[src/rtl/regfile_wb_if.sv]
// Write-back request channel from the result sources into the write-back queue.
// A request transfers on a rising clk edge where req_valid && req_ready; the master holds rd/data stable while valid is high and not yet accepted.
interface regfile_wb_if;
    logic        req_valid;
    logic        req_ready;
    logic [4:0]  req_rd;
    logic [31:0] req_data;

    modport master (output req_valid, output req_rd, output req_data, input req_ready);
    modport slave  (input req_valid, input req_rd, input req_data, output req_ready);
endinterface

[src/rtl/regfile_wb_queue.sv]
// In-order write-back queue owning the register file write port; retires one entry per cycle
// and reports pending writes (youngest match) for decode-stage forwarding.
module regfile_wb_queue #(
    parameter int DEPTH = 4
) (
    input  logic                       clk,
    input  logic                       rst,
    regfile_wb_if.slave                req,
    input  logic                       wb_stall,
    output logic                       rf_we,
    output logic [4:0]                 rf_rd,
    output logic [31:0]                rf_data,
    input  logic [4:0]                 Rs1,
    input  logic [4:0]                 Rs2,
    output logic                       rs1_hit,
    output logic                       rs2_hit,
    output logic [31:0]                rs1_fwd,
    output logic [31:0]                rs2_fwd,
    output logic [$clog2(DEPTH):0]     count,
    output logic                       idle
);
    localparam int PW = $clog2(DEPTH);
    localparam int CW = PW + 1;

    logic [4:0]    rd_mem   [DEPTH];
    logic [31:0]   data_mem [DEPTH];
    logic [PW-1:0] head;
    logic [PW-1:0] tail;
    logic [CW-1:0] cnt;

    logic full;
    logic empty;
    logic push_ok;
    logic enq;
    logic pop;

    assign full  = (cnt == CW'(DEPTH));
    assign empty = (cnt == '0);

    // Ready looks only at the registered count, so a full queue refuses even while popping.
    assign req.req_ready = !full;
    assign push_ok       = req.req_valid && !full;
    assign enq           = push_ok && (req.req_rd != 5'd0);
    assign pop           = !empty && !wb_stall;

    always_ff @(posedge clk or posedge rst) begin
        if (rst) begin
            head <= '0;
            tail <= '0;
            cnt  <= '0;
        end else begin
            if (enq) tail <= tail + 1'b1;
            if (pop) head <= head + 1'b1;
            case ({enq, pop})
                2'b10:   cnt <= cnt + 1'b1;
                2'b01:   cnt <= cnt - 1'b1;
                default: cnt <= cnt;
            endcase
        end
    end

    // Payload storage needs no reset: occupancy is tracked entirely by head and cnt.
    always_ff @(posedge clk) begin
        if (enq) begin
            rd_mem[tail]   <= req.req_rd;
            data_mem[tail] <= req.req_data;
        end
    end

    assign rf_we   = pop;
    assign rf_rd   = pop ? rd_mem[head]   : 5'd0;
    assign rf_data = pop ? data_mem[head] : 32'd0;

    // Walk oldest to youngest so the last match found is the youngest one.
    always_comb begin
        logic [PW-1:0] idx;
        idx     = '0;
        rs1_hit = 1'b0;
        rs2_hit = 1'b0;
        rs1_fwd = 32'd0;
        rs2_fwd = 32'd0;
        for (int k = 0; k < DEPTH; k++) begin
            idx = head + PW'(k);
            if (CW'(k) < cnt) begin
                if ((Rs1 != 5'd0) && (rd_mem[idx] == Rs1)) begin
                    rs1_hit = 1'b1;
                    rs1_fwd = data_mem[idx];
                end
                if ((Rs2 != 5'd0) && (rd_mem[idx] == Rs2)) begin
                    rs2_hit = 1'b1;
                    rs2_fwd = data_mem[idx];
                end
            end
        end
    end

    assign count = cnt;
    assign idle  = empty;
endmodule

[src/flat_wrapper.sv]
// flat-port wrapper written by rule: the top's interface ports become plain ports
module regfile_wb_queue_flat 
#(
    parameter int DEPTH = 4
)
  (clk, rst, wb_stall, rf_we, rf_rd, rf_data, Rs1, Rs2, rs1_hit, rs2_hit, rs1_fwd, rs2_fwd, count, idle, req_req_valid, req_req_rd, req_req_data, req_req_ready);
  regfile_wb_if req_i ();
  input  logic clk;
  input  logic rst;
  input  logic wb_stall;
  output logic rf_we;
  output logic [4:0] rf_rd;
  output logic [31:0] rf_data;
  input  logic [4:0] Rs1;
  input  logic [4:0] Rs2;
  output logic rs1_hit;
  output logic rs2_hit;
  output logic [31:0] rs1_fwd;
  output logic [31:0] rs2_fwd;
  output logic [$clog2(DEPTH):0] count;
  output logic idle;
  input wire logic [$bits(req_i.req_valid)-1:0] req_req_valid;
  input wire logic [$bits(req_i.req_rd)-1:0] req_req_rd;
  input wire logic [$bits(req_i.req_data)-1:0] req_req_data;
  output wire logic [$bits(req_i.req_ready)-1:0] req_req_ready;
  assign req_i.req_valid = req_req_valid;
  assign req_i.req_rd = req_req_rd;
  assign req_i.req_data = req_req_data;
  assign req_req_ready = req_i.req_ready;
  regfile_wb_queue #(.DEPTH(DEPTH)) u_core (.clk(clk), .rst(rst), .req(req_i), .wb_stall(wb_stall), .rf_we(rf_we), .rf_rd(rf_rd), .rf_data(rf_data), .Rs1(Rs1), .Rs2(Rs2), .rs1_hit(rs1_hit), .rs2_hit(rs2_hit), .rs1_fwd(rs1_fwd), .rs2_fwd(rs2_fwd), .count(count), .idle(idle));
endmodule
[config.mk]
export PLATFORM = sky130hd
export DESIGN_NAME = regfile_wb_queue_flat
export DESIGN_NICKNAME = d
export VERILOG_FILES = /design/src/rtl/regfile_wb_if.sv /design/src/rtl/regfile_wb_queue.sv /design/src/flat_wrapper.sv
export SDC_FILE = /design/constraint.sdc
export NUM_CORES = 1
export LEC_CHECK = 0
export CORE_UTILIZATION = 40
export CTS_CLUSTER_SIZE = 30
export DETAILED_ROUTE_END_ITERATION = 8
export SYNTH_ARGS = -nofsm -noshare
export SYNTH_HDL_FRONTEND = slang
export SYNTH_SLANG_ARGS = --single-unit
[constraint.sdc]
create_clock -name clk -period 3.45 [get_ports clk]
set_clock_uncertainty 0.15 [all_clocks]
set_input_delay 0.8625 -clock clk [delete_from_list [all_inputs] [get_ports clk]]
set_output_delay 0.8625 -clock clk [all_outputs]
set_load 0.02 [all_outputs]
**After elaboration in Yosys (flattened, before gate mapping)**

Memory sizes are Yosys's and may differ from the RTL's.
Index checks and enable logic that the tools add are counted.
Widths: inputs -> output; s select.

- $add $sub $neg: 6
- Order comparisons: 4
- Equal/unequal tests: 11
- Multiplexer cells: 37
- Reduce and logical (&&, ||, !) cells: 19

Operators by type and width:

| operator | number |
|---|---|
| $mux 32 | 17 |
| $eq 5x5->1 | 8 |
| $mux 1 | 18 |
| $reduce_bool 5->1 | 3 |
| $logic_and 1x1->1 | 11 |
| $lt 1x3->1 const A | 2 |
| $lt 2x3->1 const A | 2 |
| $pmux 3 s2 | 1 |
| $mux 5 | 1 |
| $add 2x1->2 const B | 2 |
| $add 2x2->2 const B | 2 |
| $add 3x1->3 const B | 1 |
| $eq 3x3->1 const B | 1 |
| $logic_not 1->1 | 3 |
| $logic_not 3->1 | 1 |
| $sub 3x1->3 const B | 1 |
| $eq 2x1->1 const B | 1 |
| $eq 2x2->1 const B | 1 |
| $reduce_bool 2->1 | 1 |

- Register bits after elaboration: 7
- Memory bits (writable): 148
- Input bits: 51
- Output and inout port bits: 109
- Memories: 2

Memories:

| name | depth | bits a word | rd ports | clocked after memory_dff | wr ports | line | text |
|---|---|---|---|---|---|---|---|
| u_core.data_mem | 4 | 32 | 4 | 0 | 1 | regfile_wb_queue.sv:26 | `logic [31:0] data_mem [DEPTH];` |
| u_core.rd_mem | 4 | 5 | 4 | 0 | 1 | regfile_wb_queue.sv:25 | `logic [4:0] rd_mem [DEPTH];` |

**Depth between registers and ports, before layout**

Gate-level depths: netlist of run 1.
An unclocked memory read counts as a cell.

- Word-level depth: 11
- Mapped depth: 12

**Worst setup path before layout of run 1**

No wires, ideal clock.

- Path type: input port to output port
- From: in Rs1[1]
- To: out rs1_fwd[10]
- Data arrival time: 2,735 ps
- Slack: -297 ps
- Stages on the path: 9
- Path through: clkbuf_1 -> nor3_1 -> a2111oi_2 -> or2_1 -> clkbuf_1 -> clkbuf_1 -> and3_1 -> o31ai_1 -> a21oi_1

- Longest elaborated chain between the ends: 10
- Elaborated cells between the ends (all ways): 17
- Classes of those cells: eq/ne: 4; mux: 8; reduce/logical: 5

Ends and longest elaborated chain:

| element | line | text |
|---|---|---|
| from (decl) | flat_wrapper.sv:14 | `input logic [4:0] Rs1;` |
| $eq 5x5->1 / $reduce_bool 5->1 (equally long branches) | regfile_wb_queue.sv:85 | `if ((Rs1 != 5'd0) && (rd_mem[idx] == Rs1)) begin` |
| $logic_and 1x1->1 | regfile_wb_queue.sv:85 |  |
| $mux 32 | regfile_wb_queue.sv:85 |  |
| $mux 32 | regfile_wb_queue.sv:84 | `if (CW'(k) < cnt) begin` |
| $mux 32 | regfile_wb_queue.sv:85 |  |
| $mux 32 | regfile_wb_queue.sv:84 |  |
| $mux 32 | regfile_wb_queue.sv:85 |  |
| $mux 32 | regfile_wb_queue.sv:84 |  |
| $mux 32 | regfile_wb_queue.sv:85 |  |
| $mux 32 (*) | regfile_wb_queue.sv:84 |  |
| to (decl) | flat_wrapper.sv:18 | `output logic [31:0] rs1_fwd;` |

Mark *: on every way between the ends. The rest lies on a longest branch, timed or not.

**Worst setup path in the final report of run 1**

- From: reg u_core.head[0]
- To: out rs2_fwd[31]

- Longest elaborated chain between the ends: 11
- Elaborated cells between the ends (all ways): 21
- Classes of those cells: add/sub: 3; eq/ne: 4; mux: 8; reduce/logical: 4; memory: 2

Ends and longest elaborated chain:

| element | line | text |
|---|---|---|
| from (decl) | regfile_wb_queue.sv:27 | `logic [PW-1:0] head;` |
| from (signal assigned) | regfile_wb_queue.sv:53 | `if (pop) head <= head + 1'b1;` |
| branches (longest 10 deep; another with $mem_v2 4x5) | - |  |
| $mux 32 (*) | regfile_wb_queue.sv:84 |  |
| to (decl) | flat_wrapper.sv:19 | `output logic [31:0] rs2_fwd;` |

Mark *: on every way between the ends.

==> results of run 1 <==
## tightest hold or removal path: cells and delay by family, from the launching register on
family / cells / cell delay [ns]
buffers and inverters: 1 / 0.10
DFF: 1 / 0.40
AOI/OAI and AO/OA: 1 / 0.09
## cell type report
type	instances	area (um^2)	area share
Multi-Input combinational cell	896	8450	0.459
Clock buffer	18	429	0.0233
Sequential cell	155	4630	0.251
Clock inverter	13	168	0.00911
Inverter	11	41.3	0.00224
Tap cell	402	503	0.0273
Timing Repair Buffer	398	4190	0.228
## kinds of logic (layout without fill, tap and decap cells)
logic type               Yosys count  count (layout)  synth area share
flip-flops                       155             155             0.360
multiplexers                     206             206             0.233
buffers and inverters            134             440            0.0557
adder cells (fa/ha/maj)            9               9           0.00877
XOR/XNOR                          39              39            0.0284
AND/OR/NAND/NOR                  404             404             0.178
AO/OA/AOI/OAI                    237             238             0.137
## flip-flops by register name (all words and copies together) (netlist names)
name,flops
u_core.data_mem,128
u_core.rd_mem,20
u_core.count,3
u_core.head,2
u_core.tail,2
## worst min-delay path by stage
stage                        start             end  slack [ns]
finish              u_core.tail[1]  u_core.tail[1]        0.47
global route        u_core.tail[0]  u_core.tail[0]        0.53
CTS                 u_core.tail[1]  u_core.tail[1]        0.48
detailed placement  u_core.tail[1]  u_core.tail[1]        0.47
global placement    u_core.tail[1]  u_core.tail[1]        0.46
floorplan           u_core.tail[1]  u_core.tail[1]        0.43
## cell usage in the layout (no fill, tap or decap), types with 29 or more instances in the layout
master,count
and4_1,31
buf_12,39
o31ai_4,32
nand2_1,74
clkbuf_16,29
buf_4,209
clkdlybuf4s50_1,55
nor2b_1,55
or3_1,32
a211oi_1,55
o221ai_2,31
nand4_1,34
edfxtp_1,148
mux2i_1,114
a21oi_1,63
a21oi_2,32
mux4_2,71
and2_1,37
nor2_1,69
## through the flow
step	power, mW	instances
global placement	13.7	1812
CTS	16.3	1870
detailed placement	13.7	1812
finish	17.3	1893
global route	18.0	1893
floorplan	9.18	1184
## per-layer routing
layer,wire (um),track usage,up-vias
li1,-,-,5216
met1,19200,0.351,5923
met2,22700,0.446,591
met3,3400,0.0391,95
met4,1140,0.0871,0
met5,0,0,-
## power by group
| group | internal (mW) | leakage [nW] | switching [mW] | total (mW) |
|---|---|---|---|---|
| sequential | 2.49 | 1.43 | 0.263 | 2.76 |
| clock | 1.14 | 0.277 | 0.836 | 1.98 |
| combinational | 5.76 | 5.37 | 6.80 | 12.6 |
| total | 9.39 | 7.08 | 7.90 | 17.3 |
## repair_timing
action                     CTS  global route
setup buffers               22            11
gates cloned                 7            12
setup endpoints to repair  103            99
resized for setup          443           126
pin swaps                   17            12
==> impl_metrics.toml, run 1 <==
[synthesis]
synth_top_area_frac = 0.346
synth_ff_type = "edfxtp_1"
synth_area_um2 = 12800
synth_seq_cells = 155
synth_edf_count = 148
synth.largest_area_cell = "edfxtp_1"
synth_common_cells = "edfxtp_1, mux2i_1, a21oi_1, nor2_1, nand2_1"
async_flop_share = 0.0452
ys_seq_area_frac = 0.360
synth_cell_types = 51
netlist_top_cells_area = "edfxtp_1, mux4_2, mux2i_1"
syn_avg_cell_area_um2 = 10.8
syn_nets = 1244
synth_most_common_cell = "edfxtp_1"
synth_cells = 1184
yosys_warnings = 0

[sta]
final_max_slew_viol_count = 0
finalCritPeriodShare = 1.23
worst_pin_slew_ns = 0.490
max_freq_ghz = 0.235
fin_tns_setup_ns = -49.40
layout_setup_ws_ns = -0.806
holdWs_ns = 0.473
setup_viol = 96
grt_setup_unrepaired = "true"
fin_crit_ns = 4.26
hold_viol_final = 0
max-slew-margin-rel = 0.670

[min_path]
hold_depth = 2
hold_class = "reg -> reg"

[cts]
clock_tree.buffer_depth = 2
clk_pin_slew_ns = 0.07
root_buffer = "clkbuf_16"
cts_tree = "done"
holdBufCountCts = 0
worstSkewPairLatency_ns = 0.44
numCtsBuffers = 17
htreeDepth = 4
clock_sinks = 155

[critical_path]
path_common_cell = "buf_4"
setup.worst_path.end = "rs2_fwd[31]"
startpoint_type = "flip-flop"
critPathTopFamily = "multiplexers"
crit_path_end_kind = "output pin"
worstPathRequired_ns = 2.44
crit_fanout = 14
cp.buffers_inverters = 4
cp_slowest_cell = "mux4_2"
slowest_delay_ns = 0.57
r2r_slack_ns = 1.12
rr_endpoint = "u_core.data_mem[0][18]"
cp_num_cells = 10
critPathLaunch = "u_core.head[0]"
crit-reg2reg-launch = "u_core.count[0]"
ff2ff_path_depth = 8
crit_type = "reg -> out"
critical_path_arrival_ns = 3.24
crit_chain = "buf_8 -> buf_4 -> mux4_2 -> xnor2_2 -> nand3_2 -> nor2_8 -> buf_12 -> mux2i_1 -> o221ai_2 -> buf_4"

[grt]
grt_pass1_vias = 11200
grt_max_degree = 84
gr-total-overflow = 0
grt_pass1_wl_um = 66800
grt.total_usage = 0.266
antenna_found_initial = 0

[route]
ant_nets = 0
via_per_inst = 6.25
routed_wl_um = 46400
drc_errors = 0
vias = 11800
post_drt_wl_per_cell_um = 24.5
drt-pass1-iter-count = 5
drt_iter0_drc = 1096

[cells_and_area]
areaGrowthSynthToFinish_pct = 43.4
finalNetCount = 1539
drive_gt1_frac = 0.396
n_antenna_cell = 0
fillers = 2578
final_util = 0.583
stdcell_area_um2 = 18400

[die]
io_pins = 160
die_h_um = 181
core_area_um2 = 31600
rows = 65
die_area_um2 = 32800
die_width_um = 181
initial_core_util = 0.407

[placed_design]
io_buffers = 159
hpwl_um = 28400
place_ws_ns = -1.16
gp_congestion = 0.917
place_area_um2 = 16300

[power]
p_per_area_nw_per_um2 = 939
irDropWorstVdd_mv = 0.510
power.leakage_nw = 7.08

[run_status]
violations = "negative setup slack"
status = "finished, violations left"

[run]
cap_violations = 0
Power figures use the tool's default switching activity.
==> run 2: changes to the inputs <==
--- a/config.mk
+++ b/config.mk
@@ -6,6 +6,7 @@
 export NUM_CORES = 1
 export LEC_CHECK = 0
 export CORE_UTILIZATION = 40
+export CTS_BUF_LIST = sky130_fd_sc_hd__clkbuf_8
 export CTS_CLUSTER_SIZE = 30
 export DETAILED_ROUTE_END_ITERATION = 8
 export SYNTH_ARGS = -nofsm -noshare
==> constraint.sdc (replaced) <==
create_clock -name clk -period 5.1 [get_ports clk]
set_clock_uncertainty 0.15 [all_clocks]
set_input_delay 1.275 -clock clk [delete_from_list [all_inputs] [get_ports clk]]
set_output_delay 1.275 -clock clk [all_outputs]
set_load 0.02 [all_outputs]
==> run 2 against run 1 <==
Against the previous run:
- the flow now finishes without violations
- global-route usage fell by 1.2 points
- worst hold slack gained 0.011 ns
- total power decreased by 43%
- largest power group unchanged
- highest routed layer unchanged
==> impl_metrics.toml, run 2 (synthesis gave the netlist of run 1 again) <==
[min_path]
hold_depth = 2
hold_class = "reg -> reg"
min-delay-start = "u_core.tail[1]"
hold_end = "u_core.tail[1]"

[critical_path]
cp.buffers_inverters = 5
crit_type = "in -> out"
crit-reg2reg-launch = "u_core.count[0]"
crit_fanout = 17
crit_chain = "clkdlybuf4s50_1 -> buf_4 -> xor2_1 -> nor4_4 -> buf_4 -> buf_12 -> and4_1 -> mux2i_1 -> o221ai_2 -> dlygate4sd2_1"
slowest_delay_ns = 0.52
rr_endpoint = "u_core.data_mem[1][16]"
cp_slowest_cell = "clkdlybuf4s50_1"
ff2ff_path_depth = 7
path_common_cell = "buf_4"
r2r_slack_ns = 2.26
startpoint_type = "primary input"
critical_path_arrival_ns = 3.61
critPathTopFamily = "buffers and inverters"
worstPathRequired_ns = 3.67
crit_path_end_kind = "output pin"

[power]
pwr-share-clk = 0.107
switchingPower_mw = 4.67
irDropWorstVdd_mv = 0.324
intPower_mw = 5.23
switching_share = 0.472
p_per_area_nw_per_um2 = 608
power.leakage_nw = 6.00
power_frac_seq = 0.191
power_mw = 9.90
comb_power_share = 0.701

[placed_design]
io_buffers = 159
hpwl_um = 28600
dp.cells = 1752
gp_congestion = 0.882

[cells_and_area]
largest_register_ffs = 128
final_common_cell = "edfxtp_1"
areaGrowthSynthToFinish_pct = 26.9
mostFrequentLayoutCells = "edfxtp_1, mux2i_1, buf_4"
n_antenna_cell = 0
drive_gt1_frac = 0.249
regMostFlops = "u_core.data_mem"
stdcell_count = 1797
finalNetCount = 1442

[sta]
final_max_slew_viol_count = 0
fin_crit_ns = 5.03
finalCritPeriodShare = 0.987
holdWs_ns = 0.484
worst_pin_slew_ns = 0.701
max_freq_ghz = 0.199
max-slew-margin-rel = 0.533
setup_viol = 0
hold_viol_final = 0
grt_setup_unrepaired = "false"

[cts]
htreeDepth = 4
holdBufCountCts = 0
worstSkewPairLatency_ns = 0.46
cts_tree = "done"
root_buffer = "clkbuf_8"
clock_tree.buffer_depth = 2
numCtsBuffers = 17
clk_pin_slew_ns = 0.10
clock_sinks = 155

[die]
initial_core_util = 0.407
core_area_um2 = 31600
die_h_um = 181
io_pins = 160
die_width_um = 181
rows = 65
die_area_um2 = 32800

[route]
ant_nets = 0
routed_wl_um = 41500
vias = 11000
drt_iter0_drc = 953
drt-pass1-iter-count = 5
post_drt_wl_per_cell_um = 23.1
via_per_inst = 6.11
drc_errors = 0

[grt]
grt_max_degree = 56
grt_pass1_wl_um = 63600
grt_pass1_vias = 10700
antenna_found_initial = 0
grt.total_usage = 0.254
gr-total-overflow = 0

[run_status]
status = "complete, no violations"

[run]
cap_violations = 0
## run 2: cell count changes in the layout (fill, tap and decap cells not counted), sizes merged, moves of 3 or more
cell           change
buf              -151
clkbuf             +6
clkdlybuf4s15      +3
clkdlybuf4s50     +34
dlygate4sd2       +28
dlymetal6s2s      -16
## run 2: worst max path at each step
| stage | from | to | slack, ns | cells past startpoint |
|---|---|---|---|---|
| 2_1_floorplan | Rs1[1] | rs1_fwd[10] | 0.53 | 9 |
| 4_1_cts | Rs1[4] | rs1_fwd[9] | 0.0006 | 11 |
| 3_3_place_gp | Rs1[1] | rs1_fwd[16] | -0.42 | 11 |
| 6_report | Rs2[0] | rs2_fwd[13] | 0.07 | 10 |
| 3_5_place_dp | Rs1[3] | rs1_fwd[16] | -0.40 | 10 |
| 5_1_grt | Rs2[0] | rs2_fwd[15] | 0.001 | 10 |
## run 2: metal layers
layer | routed length [um] | vias to the layer above | GRT usage
li1 | - | 5016 | -
met1 | 18000 | 5444 | 0.348
met2 | 19800 | 462 | 0.414
met3 | 2840 | 64 | 0.0369
met4 | 870 | 0 | 0.0780
met5 | 0 | - | 0
## run 2: per-stage QoR
stage | setup slack, ns | TNS (ns) | utilization | area [um^2]
2_1_floorplan | 0.528 | 0 | - | 12800
3_3_place_gp | -0.417 | -15.92 | 0.501 | 15800
3_5_place_dp | -0.405 | -14.93 | 0.501 | 15800
4_1_cts | 0.000583 | 0 | 0.516 | 16300
5_1_grt | 0.00127 | 0 | 0.516 | 16300
6_report | 0.0661 | 0 | 0.516 | 16300
## run 2: power groups by stage
| stage | combinational [mW] | sequential, mW | clock [mW] |
|---|---|---|---|
| after global placement | 6.91 | 1.92 | 0 |
| final | 6.94 | 1.90 | 1.06 |
| after global routing | 7.41 | 1.93 | 1.12 |
| after floorplan | 4.30 | 1.84 | 0 |
| after CTS | 6.86 | 1.91 | 1.08 |
| after detailed placement | 6.91 | 1.94 | 0 |
## run 2: repair_timing
action / 4_1_cts / 5_1_grt
endpoints found under the setup margin: 65 / 62
endpoints found under the hold margin: 0 / 0
cloned: 2 / 1
buffers inserted: 5 / 5
pin swaps: 6 / 5
gates resized for setup: 109 / 42
## run 2: tightest hold or removal path, delay by kind of cell (launching register included)
| family | cells | cell delay [ns] |
|---|---|---|
| buffers and inverters | 1 | 0.10 |
| DFF | 1 | 0.41 |
| AOI/OAI and AO/OA | 1 | 0.09 |
## run 2: final cells by class
cell class	count	area, um^2
multi-input cells	895	7630
clock buffers	18	248
fillers	2807	15300
repair buffers	302	3050
well taps	402	503
clock inverters	14	194
inverters	11	41.3
flip-flops and latches	155	4630
==> run 3: changes to the inputs <==
--- a/config.mk
+++ b/config.mk
@@ -5,6 +5,7 @@
 export SDC_FILE = /design/constraint.sdc
 export NUM_CORES = 1
 export LEC_CHECK = 0
+export CORE_MARGIN = 4
 export CORE_UTILIZATION = 40
 export CTS_BUF_LIST = sky130_fd_sc_hd__clkbuf_8
 export CTS_CLUSTER_SIZE = 30
@@ -12,3 +13,4 @@
 export SYNTH_ARGS = -nofsm -noshare
 export SYNTH_HDL_FRONTEND = slang
 export SYNTH_SLANG_ARGS = --single-unit
+export TNS_END_PERCENT = 5
==> run 3 against run 2 <==
Against the previous run:
- the run now ends with negative setup slack left
- setup slack worse by 0.13 ns
- clock-buffer cell count unchanged
- wire length rose by 1.2%
- die area up 6.7%
- non-clock buffer count shrank 20
- largest power group unchanged
==> impl_metrics.toml, run 3 (synthesis gave the netlist of run 1 again) <==
[run_status]
status = "finished, violations left"
violations = "negative setup slack"

[placed_design]
gp_congestion = 0.868
place_ws_ns = -0.435
io_buffers = 159
dp.cells = 1737
hpwl_um = 28600
place_area_um2 = 15600

[critical_path]
crit_type = "in -> out"
crit_path_end_kind = "output pin"
startpoint_type = "primary input"
cp_slowest_cell = "clkdlybuf4s50_1"
worstPathRequired_ns = 3.67
crit_chain = "clkdlybuf4s50_1 -> nor3_1 -> buf_4 -> nand2_1 -> buf_4 -> nand4b_1 -> buf_4 -> o31ai_1 -> a21oi_1 -> dlygate4sd2_1"
critical_path_arrival_ns = 3.74
path_common_cell = "buf_4"
slowest_delay_ns = 0.46
crit_fanout = 12

[grt]
grt.busiest_layer = "met2"
grt_pass1_vias = 10500
gr-total-overflow = 0
use_met1 = 0.319
antenna_found_initial = 2
grt.total_usage = 0.233
use_met3 = 0.0353
grtUsageMet2 = 0.388
grt_max_degree = 98
grt_pass1_wl_um = 64100

[power]
power.leakage_nw = 5.90
p_per_area_nw_per_um2 = 599
comb_power_share = 0.709
power_frac_seq = 0.199
power_mw = 9.60
switching_share = 0.490
switchingPower_mw = 4.70
pwr-share-clk = 0.092
irDropWorstVdd_mv = 0.422
intPower_mw = 4.90

[cts]
clock_sinks = 155
worstSkewPairLatency_ns = 0.46
clk_pin_slew_ns = 0.10
root_buffer = "clkbuf_8"
htreeDepth = 4
cts_tree = "done"
clock_tree.buffer_depth = 2
holdBufCountCts = 0
numCtsBuffers = 17

[die]
die_area_um2 = 35000
die_width_um = 187
rows = 65
die_h_um = 187
io_pins = 160
core_area_um2 = 31600
initial_core_util = 0.406

[sta]
hold_viol_final = 0
setup_viol = 4
max-slew-margin-rel = 0.458
layout_setup_ws_ns = -0.0661
finalCritPeriodShare = 1.01
final_max_slew_viol_count = 0
grt_setup_unrepaired = "true"
fin_crit_ns = 5.17
worst_pin_slew_ns = 0.813
max_freq_ghz = 0.194

[route]
post_drt_wl_per_cell_um = 23.6
drt-pass1-iter-count = 5
via_per_inst = 6.17
drt_iter0_drc = 989
drc_errors = 0
vias = 11000
ant_nets = 0
routed_wl_um = 42000

[cells_and_area]
areaGrowthSynthToFinish_pct = 24.8
drive_gt1_frac = 0.238
stdcell_area_um2 = 16000
finalNetCount = 1423
mostFrequentLayoutCells = "edfxtp_1, mux2i_1, a21oi_1"
stdcell_count = 1778
final_util = 0.506
n_antenna_cell = 0
regMostFlops = "u_core.data_mem"
final_common_cell = "edfxtp_1"
largest_register_ffs = 128

[min_path]
hold_class = "reg -> reg"

[run]
cap_violations = 0
[run 3: changes by cell type in the layout (fill, tap and decap cells not counted), sizes merged, moves of 4 or more]
cell          delta
bufinv           -4
clkbuf           -7
clkinv           +5
dlymetal6s2s     +4
buf             -19
[run 3: worst paths after layout]
| path | startpoint | to | slack [ns] | depth (start not counted) |
|---|---|---|---|---|
| setup reg to reg | u_core.count[1] | u_core.data_mem[1][19] | 2.19 | 7 |
| min in group asynchronous | rst | u_core.count[1] | 0.90 | 2 |
| max in group asynchronous | rst | u_core.head[0] | 3.63 | 2 |
| hold / removal | u_core.count[0] | u_core.count[0] | 0.49 | 1 |
| hold reg to reg | u_core.count[0] | u_core.count[0] | 0.49 | 1 |
| setup / recovery | Rs1[1] | rs1_fwd[19] | -0.07 | 10 |
[run 3: what timing repair did]
item,4_1_cts,5_1_grt
endpoints found under the hold margin,0,0
buffers inserted,4,4
gates cloned,1,0
pin swaps,4,3
endpoints found under the setup margin,66,64
resized for setup,90,43
[run 3: area by class of cell]
| class | instances | area (um^2) |
|---|---|---|
| multi-input cells | 896 | 7670 |
| fillers | 2836 | 15600 |
| repair buffers | 282 | 2820 |
| clock buffers | 18 | 248 |
| clock inverters | 14 | 111 |
| inverters | 11 | 42.5 |
| well taps | 402 | 503 |
| flip-flops and latches | 155 | 4630 |
[run 3: metrics by stage]
stage | hold slack (ns) | TNS, ns
finish | 0.485 | -0.181
global route | 0.517 | -1.98
CTS | 0.488 | -0.477
detailed placement | 0.468 | -16.01
global placement | 0.464 | -16.09
floorplan | 0.430 | 0
[run 3: power groups by stage]
stage                     Sequential [mW]  Combinational [mW]  Clock [mW]
after floorplan                      1.84                4.30           0
after global placement               1.94                6.75           0
after detailed placement             1.95                6.80           0
after CTS                            1.93                6.74       0.898
after global routing                 1.95                7.23       0.958
final                                1.91                6.81       0.882
[run 3: per-layer routing]
metal	up-vias	routed length, um	share of wire
met3	60	2690	0.064
li1	4987	-	-
met2	469	20300	0.48
met5	-	0	0
met4	0	942	0.022
met1	5449	18100	0.43
[run 3: worst max-delay path, delay by kind of cell]
kind	cells	cell delay, ns
simple gates	3	0.66
compound gates	2	0.32
buf+inv	5	1.47
